`config.mk`:
```
export PLATFORM = sky130hd
export DESIGN_NAME = mem_access_unit
export DESIGN_NICKNAME = d
export VERILOG_FILES = /design/src/rtl/mem_pkg.sv /design/src/rtl/lsu_load_align.sv /design/src/rtl/mem_access_unit.sv
export SDC_FILE = /design/constraint.sdc
export NUM_CORES = 1
export LEC_CHECK = 0
export ABC_AREA = 1
export CAP_MARGIN = 5
export CORE_MARGIN = 3
export CORE_UTILIZATION = 37
export DETAILED_ROUTE_END_ITERATION = 8
export PLACE_DENSITY = 0.82
export SYNTH_ARGS = -nofsm -noshare
export SYNTH_HDL_FRONTEND = slang
export SYNTH_SLANG_ARGS = --single-unit
```
`constraint.sdc`:
```
create_clock -name clk -period 1.8 [get_ports clk]
set_clock_uncertainty 0.2 [all_clocks]
set_input_delay 0.36 -clock clk [delete_from_list [all_inputs] [get_ports clk]]
set_output_delay 0.36 -clock clk [all_outputs]
set_load 0.02 [all_outputs]
```
`src/rtl/mem_pkg.sv`:
```
// Shared constants, stage-2 payload type and misalignment rule for the MEM stage.
package mem_pkg;

    localparam int unsigned DEFAULT_ADDR_W = 15;

    localparam logic [2:0] F3_B  = 3'b000;
    localparam logic [2:0] F3_H  = 3'b001;
    localparam logic [2:0] F3_W  = 3'b010;
    localparam logic [2:0] F3_BU = 3'b100;
    localparam logic [2:0] F3_HU = 3'b101;

    localparam logic [3:0] BE_NONE = 4'b0000;
    localparam logic [3:0] BE_B0   = 4'b0001;
    localparam logic [3:0] BE_HLO  = 4'b0011;
    localparam logic [3:0] BE_HHI  = 4'b1100;
    localparam logic [3:0] BE_W    = 4'b1111;

    typedef struct packed {
        logic       load;
        logic [2:0] funct3;
        logic [1:0] off;
        logic [4:0] rd;
        logic       mis;
    } s2_t;

    // Unknown funct3 encodings are reported as faults so they never touch memory.
    function automatic logic is_misaligned(input logic [2:0] f3, input logic [1:0] off);
        logic r;
        case (f3)
            F3_B, F3_BU: r = 1'b0;
            F3_H, F3_HU: r = off[0];
            F3_W:        r = (off != 2'b00);
            default:     r = 1'b1;
        endcase
        return r;
    endfunction

endpackage

```
`src/rtl/lsu_load_align.sv`:
```
// Selects the addressed byte/half lane from a read word and sign- or zero-extends it.
module lsu_load_align
    import mem_pkg::*;
(
    input  logic [31:0] i_r_data,
    input  logic [2:0]  i_funct3,
    input  logic [1:0]  i_off,
    output logic [31:0] o_data
);

    logic [7:0]  w_byte;
    logic [15:0] w_half;

    always_comb begin
        w_byte = i_r_data[7:0];
        case (i_off)
            2'd0: w_byte = i_r_data[7:0];
            2'd1: w_byte = i_r_data[15:8];
            2'd2: w_byte = i_r_data[23:16];
            2'd3: w_byte = i_r_data[31:24];
            default: w_byte = i_r_data[7:0];
        endcase
        w_half = i_off[1] ? i_r_data[31:16] : i_r_data[15:0];
    end

    always_comb begin
        o_data = '0;
        case (i_funct3)
            F3_B:    o_data = {{24{w_byte[7]}}, w_byte};
            F3_BU:   o_data = {24'h000000, w_byte};
            F3_H:    o_data = {{16{w_half[15]}}, w_half};
            F3_HU:   o_data = {16'h0000, w_half};
            F3_W:    o_data = i_r_data;
            default: o_data = '0;
        endcase
    end

endmodule

```
`src/rtl/mem_access_unit.sv`:
```
// MEM pipeline stage: issues loads/stores to word-addressed byte-enabled data memory
// and returns aligned load data (or a misalignment fault) to WB one cycle later.
module mem_access_unit
    import mem_pkg::*;
#(
    parameter int unsigned ADDR_W = mem_pkg::DEFAULT_ADDR_W
) (
    input  logic              clk,
    input  logic              rst,
    input  logic              in_valid,
    input  logic              in_load,
    input  logic              in_store,
    input  logic [2:0]        in_funct3,
    input  logic [31:0]       in_addr,
    input  logic [31:0]       in_wdata,
    input  logic [4:0]        in_rd,
    input  logic              stall,
    input  logic              flush,
    output logic [3:0]        mem_we,
    output logic [ADDR_W-1:0] mem_w_addr,
    output logic [31:0]       mem_w_data,
    output logic [ADDR_W-1:0] mem_r_addr,
    input  logic [31:0]       mem_r_data,
    output logic              out_valid,
    output logic [4:0]        out_rd,
    output logic [31:0]       out_data,
    output logic              out_misalign
);

    logic              w_accept;
    logic [ADDR_W-1:0] w_idx;
    logic [1:0]        w_off;
    logic              w_mis;
    logic [31:0]       w_aligned;
    logic              w_unused_addr;

    logic              r_s2_valid;
    s2_t               r_s2;
    logic [ADDR_W-1:0] r_held_addr;

    assign w_accept      = in_valid & (in_load | in_store) & ~stall & ~flush & ~rst;
    assign w_idx         = in_addr[ADDR_W+1:2];
    assign w_off         = in_addr[1:0];
    assign w_mis         = is_misaligned(in_funct3, w_off);
    // Address bits above the memory size wrap silently.
    assign w_unused_addr = &{1'b0, in_addr[31:ADDR_W+2]};

    // Store lane steering; write enables only for accepted, aligned stores.
    always_comb begin
        mem_we     = BE_NONE;
        mem_w_data = in_wdata;
        if (w_accept && in_store && !w_mis) begin
            case (in_funct3)
                F3_B: begin
                    mem_we     = BE_B0 << w_off;
                    mem_w_data = {4{in_wdata[7:0]}};
                end
                F3_H: begin
                    mem_we     = w_off[1] ? BE_HHI : BE_HLO;
                    mem_w_data = {2{in_wdata[15:0]}};
                end
                F3_W: begin
                    mem_we     = BE_W;
                    mem_w_data = in_wdata;
                end
                default: mem_we = BE_NONE;
            endcase
        end
    end

    assign mem_w_addr = w_idx;
    // Re-read the held word while stalled so mem_r_data stays stable for stage 2.
    assign mem_r_addr = stall ? r_held_addr : w_idx;

    always_ff @(posedge clk) begin
        if (rst) begin
            r_s2_valid  <= 1'b0;
            r_s2        <= '0;
            r_held_addr <= '0;
        end else begin
            if (w_accept) begin
                r_held_addr <= w_idx;
            end
            if (flush) begin
                r_s2_valid <= 1'b0;
            end else if (!stall) begin
                r_s2_valid <= w_accept;
                if (w_accept) begin
                    r_s2.load   <= in_load;
                    r_s2.funct3 <= in_funct3;
                    r_s2.off    <= w_off;
                    r_s2.rd     <= in_rd;
                    r_s2.mis    <= w_mis;
                end
            end
        end
    end

    lsu_load_align u_align (
        .i_r_data (mem_r_data),
        .i_funct3 (r_s2.funct3),
        .i_off    (r_s2.off),
        .o_data   (w_aligned)
    );

    assign out_valid    = r_s2_valid;
    assign out_rd       = r_s2.rd;
    assign out_misalign = r_s2_valid & r_s2.mis;
    assign out_data     = (r_s2_valid && r_s2.load && !r_s2.mis) ? w_aligned : 32'h0;

endmodule

```
==> metrics.txt <==
# TYPE chip_impl_metric gauge
chip_impl_info{name="run_status",value="finished, violations left"} 1
chip_impl_info{name="violations",value="negative setup slack"} 1
chip_impl_metric{name="power.total",unit="mW"} 2.51
chip_impl_metric{name="core-area",unit="mm2"} 0.00838
chip_impl_info{name="worstReg2RegEnd",value="r_s2[8]"} 1
chip_impl_metric{name="maxCapViolCount",unit=""} 0
chip_impl_metric{name="drt_pre_antenna_iters",unit=""} 6
chip_impl_metric{name="tritoncts_num_sinks",unit=""} 28
chip_impl_metric{name="route.antenna.remaining_nets",unit=""} 0
chip_impl_metric{name="drc_errors",unit=""} 0
chip_impl_metric{name="first_global_vias",unit=""} 5631
chip_impl_metric{name="gp_congestion",unit=""} 0.977
chip_impl_info{name="timing.rr.start",value="r_s2[8]"} 1
chip_impl_info{name="cp_top_family",value="buffers and inverters"} 1
chip_impl_info{name="crit_path_end_kind",value="output port"} 1
chip_impl_info{name="worst_hold_path_type",value="reg2reg"} 1
chip_impl_metric{name="report.final.slew_viol_count",unit=""} 0
chip_impl_info{name="critical-path-slowest-cell",value="sky130_fd_sc_hd__dfxtp_4"} 1
chip_impl_metric{name="placed_cells_incl_taps",unit=""} 931
chip_impl_metric{name="grt_start_max_net_pins",unit=""} 51
chip_impl_metric{name="timing.hold.ws",unit="ns"} 0.276
chip_impl_metric{name="initial_core_util",unit=""} 0.390
chip_impl_metric{name="finish.net_count",unit=""} 977
chip_impl_metric{name="cp.buffers_inverters",unit=""} 3
chip_impl_metric{name="max_freq",unit="MHz"} 438
chip_impl_metric{name="clockPowerShare",unit=""} 0.148
chip_impl_metric{name="yosys.cell_types.count",unit=""} 25
chip_impl_info{name="timing.hold.worst.start",value="out_rd[0]"} 1
chip_impl_metric{name="slowest_delay",unit="ns"} 0.37
chip_impl_metric{name="switching_power",unit="mW"} 1.06
chip_impl_metric{name="route.final.wire_length",unit="mm"} 22.2
chip_impl_metric{name="worst_ep_required_time",unit="ns"} 1.24
chip_impl_metric{name="reg2reg_setup_slack",unit="ns"} 0.36
chip_impl_info{name="clockRootBuffer",value="sky130_fd_sc_hd__clkbuf_8"} 1
chip_impl_metric{name="instances_no_fill",unit=""} 970
chip_impl_info{name="launching_element_type_of_the_critical_path",value="flop"} 1
chip_impl_metric{name="share_comb_of_total_power",unit=""} 0.593
chip_impl_metric{name="number_of_antenna_violations_at_the_first_check_in_global_routing",unit=""} 1
chip_impl_metric{name="min_period_over_period",unit=""} 1.27
chip_impl_metric{name="timing.critical_path.fanout_max",unit=""} 6
chip_impl_metric{name="p_per_area",unit="mW/mm2"} 332
chip_impl_metric{name="leakagePower",unit="nW"} 3.51
chip_impl_metric{name="worst_setup_hold_path_clk_slew",unit="ns"} 0.10
chip_impl_metric{name="worst_skew_pair.late_latency",unit="ns"} 0.29
chip_impl_metric{name="power.share.switching",unit=""} 0.422
chip_impl_metric{name="synthesis.yosys.warnings",unit=""} 0
chip_impl_metric{name="route.detailed.wl_per_inst",unit="um"} 22.9
chip_impl_metric{name="grt_first_pass_wirelength",unit="mm"} 27.8
chip_impl_metric{name="io_pins",unit=""} 216
chip_impl_metric{name="postLayoutCoreUtil",unit=""} 0.901
chip_impl_metric{name="floorplan.die.height",unit="um"} 100
chip_impl_metric{name="tightestPinTransition",unit="ns"} 0.508
chip_impl_metric{name="max_slew_margin",unit=""} 0.661
chip_impl_metric{name="ctsLongestPathBuffers",unit=""} 2
chip_impl_metric{name="hold-path-cell-count",unit=""} 2
chip_impl_metric{name="cts_inserted_buffers",unit=""} 3
chip_impl_metric{name="final.min_clock_period",unit="ns"} 2.28
chip_impl_metric{name="dpl.hpwl",unit="mm"} 10.9
chip_impl_metric{name="post_route_cells_drive_above_1_share",unit=""} 0.519
chip_impl_metric{name="setup_violations",unit=""} 66
chip_impl_metric{name="vdd_ir_drop_max",unit="mV"} 0.441
chip_impl_metric{name="p_int",unit="mW"} 1.45
chip_impl_metric{name="synth-seq-cells",unit=""} 28
chip_impl_metric{name="vias_per_cell",unit=""} 5.98
chip_impl_info{name="path_class",value="reg2out"} 1
chip_impl_metric{name="grt_use_total",unit=""} 0.338
chip_impl_metric{name="synth.cell_area",unit="mm2"} 0.00327
chip_impl_metric{name="port_buffers",unit=""} 200
chip_impl_info{name="tritoncts",value="yes"} 1
chip_impl_metric{name="fp.dieArea",unit="mm2"} 0.0100
chip_impl_metric{name="die_width",unit="um"} 100
chip_impl_metric{name="areaGrowthSynthToFinish",unit="%"} 131
chip_impl_info{name="rsz0062_at_grt",value="true"} 1
chip_impl_info{name="min_delay_endpoint",value="out_rd[0]"} 1
chip_impl_metric{name="drt_iter0_markers",unit=""} 659
chip_impl_metric{name="sequentialPowerShare",unit=""} 0.259
chip_impl_metric{name="cts.htree.levels",unit=""} 1
chip_impl_metric{name="postSynthCellCount",unit=""} 608
chip_impl_info{name="timing.critical_path.cells",value="buf_4 -> nor3_4 -> nand2_4 -> buf_16 -> a21oi_4 -> buf_6"} 1
chip_impl_metric{name="setup_ws",unit="ns"} -0.482
chip_impl_metric{name="ys_seq_area_frac",unit=""} 0.171
chip_impl_metric{name="synthesis.area_per_instance",unit="um2"} 5.38
chip_impl_metric{name="cp_data_arrival_time",unit="ns"} 1.72
chip_impl_metric{name="mappedNetlistNets",unit=""} 719
chip_impl_metric{name="hold_viol_final",unit=""} 0
chip_impl_metric{name="placement_rows",unit=""} 33
chip_impl_metric{name="reg2reg_path_depth",unit=""} 6
chip_impl_metric{name="hold_buffers",unit=""} 0
chip_impl_metric{name="detailroute.via_count",unit=""} 5805
chip_impl_metric{name="grt_overflow_total",unit=""} 0
==> sequential cells by signal, indices dropped and copies added (netlist names) <==
signal,flops
out_rd,5
r_s2,7
r_held_addr,15
out_valid,1
==> worst register-to-register path: cells and delay by family (launching register included) <==
kind                   cells  cell delay (ns)
buffers and inverters      5             0.53
flip-flops                 1             0.38
AO/OA/AOI/OAI              1             0.24
==> Yosys cell counts (all sizes together) <==
cell    instances  area (um2)
clkbuf         11        41.3
nor3            3        15.0
nand4           6        37.5
inv            71         267
nand3          66         348
o21ai          12        60.1
clkinv          2        7.51
o22ai           7        43.8
a21oi          57         323
buf            50         328
a211oi         20         150
nor2           52         243
nand2         223         847
dfxtp          28         561
==> cell families (layout without fill, tap and decap cells) <==
family                 count (synthesis)  in the layout  synth area share
AO/OA/AOI/OAI                         96             96             0.176
flip-flops                            28             28             0.171
AND/OR/NAND/NOR                      350            351             0.456
other                                  0              1                 0
buffers and inverters                134            389             0.197
==> final cells by class <==
| cell class | count | area (um2) |
|---|---|---|
| inverters | 73 | 300 |
| diodes | 1 | 2.50 |
| clock buffers | 3 | 41.3 |
| multi-input cells | 447 | 3280 |
| repair buffers | 313 | 3230 |
| well taps | 105 | 131 |
| flip-flops and latches | 28 | 572 |
| fillers | 339 | 827 |
==> power groups by stage <==
stage	combinational, mW	clock [mW]	sequential (mW)
global placement	1.10	0	0.658
global route	1.54	0.369	0.648
finish	1.49	0.371	0.648
floorplan	0.556	0	0.658
CTS	1.29	0.341	0.646
detailed placement	1.12	0	0.659
==> per-layer routing <==
layer,track usage,part of all wire
met5,0,0
met4,0.173,0.095
met3,0.0632,0.10
met2,0.614,0.47
met1,0.373,0.33
==> layout by cell type (no fill, tap or decap), types with 21 or more instances in the layout <==
cell / count
sky130_fd_sc_hd__nand2_1: 138
sky130_fd_sc_hd__buf_4: 83
sky130_fd_sc_hd__buf_6: 82
sky130_fd_sc_hd__clkdlybuf4s50_1: 50
sky130_fd_sc_hd__nand2_2: 44
sky130_fd_sc_hd__nor2_1: 41
sky130_fd_sc_hd__inv_1: 41
sky130_fd_sc_hd__nand2_4: 39
sky130_fd_sc_hd__nand3_2: 31
sky130_fd_sc_hd__a21oi_4: 24
sky130_fd_sc_hd__inv_2: 23
sky130_fd_sc_hd__dfxtp_1: 23
sky130_fd_sc_hd__dlymetal6s2s_1: 22
sky130_fd_sc_hd__nand3_4: 21
==> worst max path at each step <==
stage | startpoint | to | slack [ns] | cells past startpoint
5_1_grt | r_s2[7] | out_data[25] | -0.52 | 7
4_1_cts | r_s2[7] | out_data[27] | -0.41 | 7
6_report | r_s2[8] | out_data[24] | -0.48 | 6
2_1_floorplan | rst | mem_we[0] | -0.08 | 7
3_3_place_gp | rst | mem_w_data[24] | -1.05 | 8
3_5_place_dp | in_funct3[1] | mem_w_data[26] | -1.08 | 10
==> through the flow <==
step	setup TNS, ns	cell area [um2]	worst slack [ns]
CTS	-16.36	7110	-0.411
global placement	-82.74	6190	-1.05
detailed placement	-87.10	6190	-1.08
global route	-23.81	7550	-0.521
floorplan	-1.93	3790	-0.0785
finish	-21.66	7550	-0.482
==> repair_timing <==
item	4_1_cts	5_1_grt
resized for setup	704	149
gates cloned	9	0
setup buffers	27	9
endpoints found under the hold margin	0	0
setup endpoints to repair	125	89
pin swaps	40	81
Note: power is estimated with default switching activity, not from simulation.
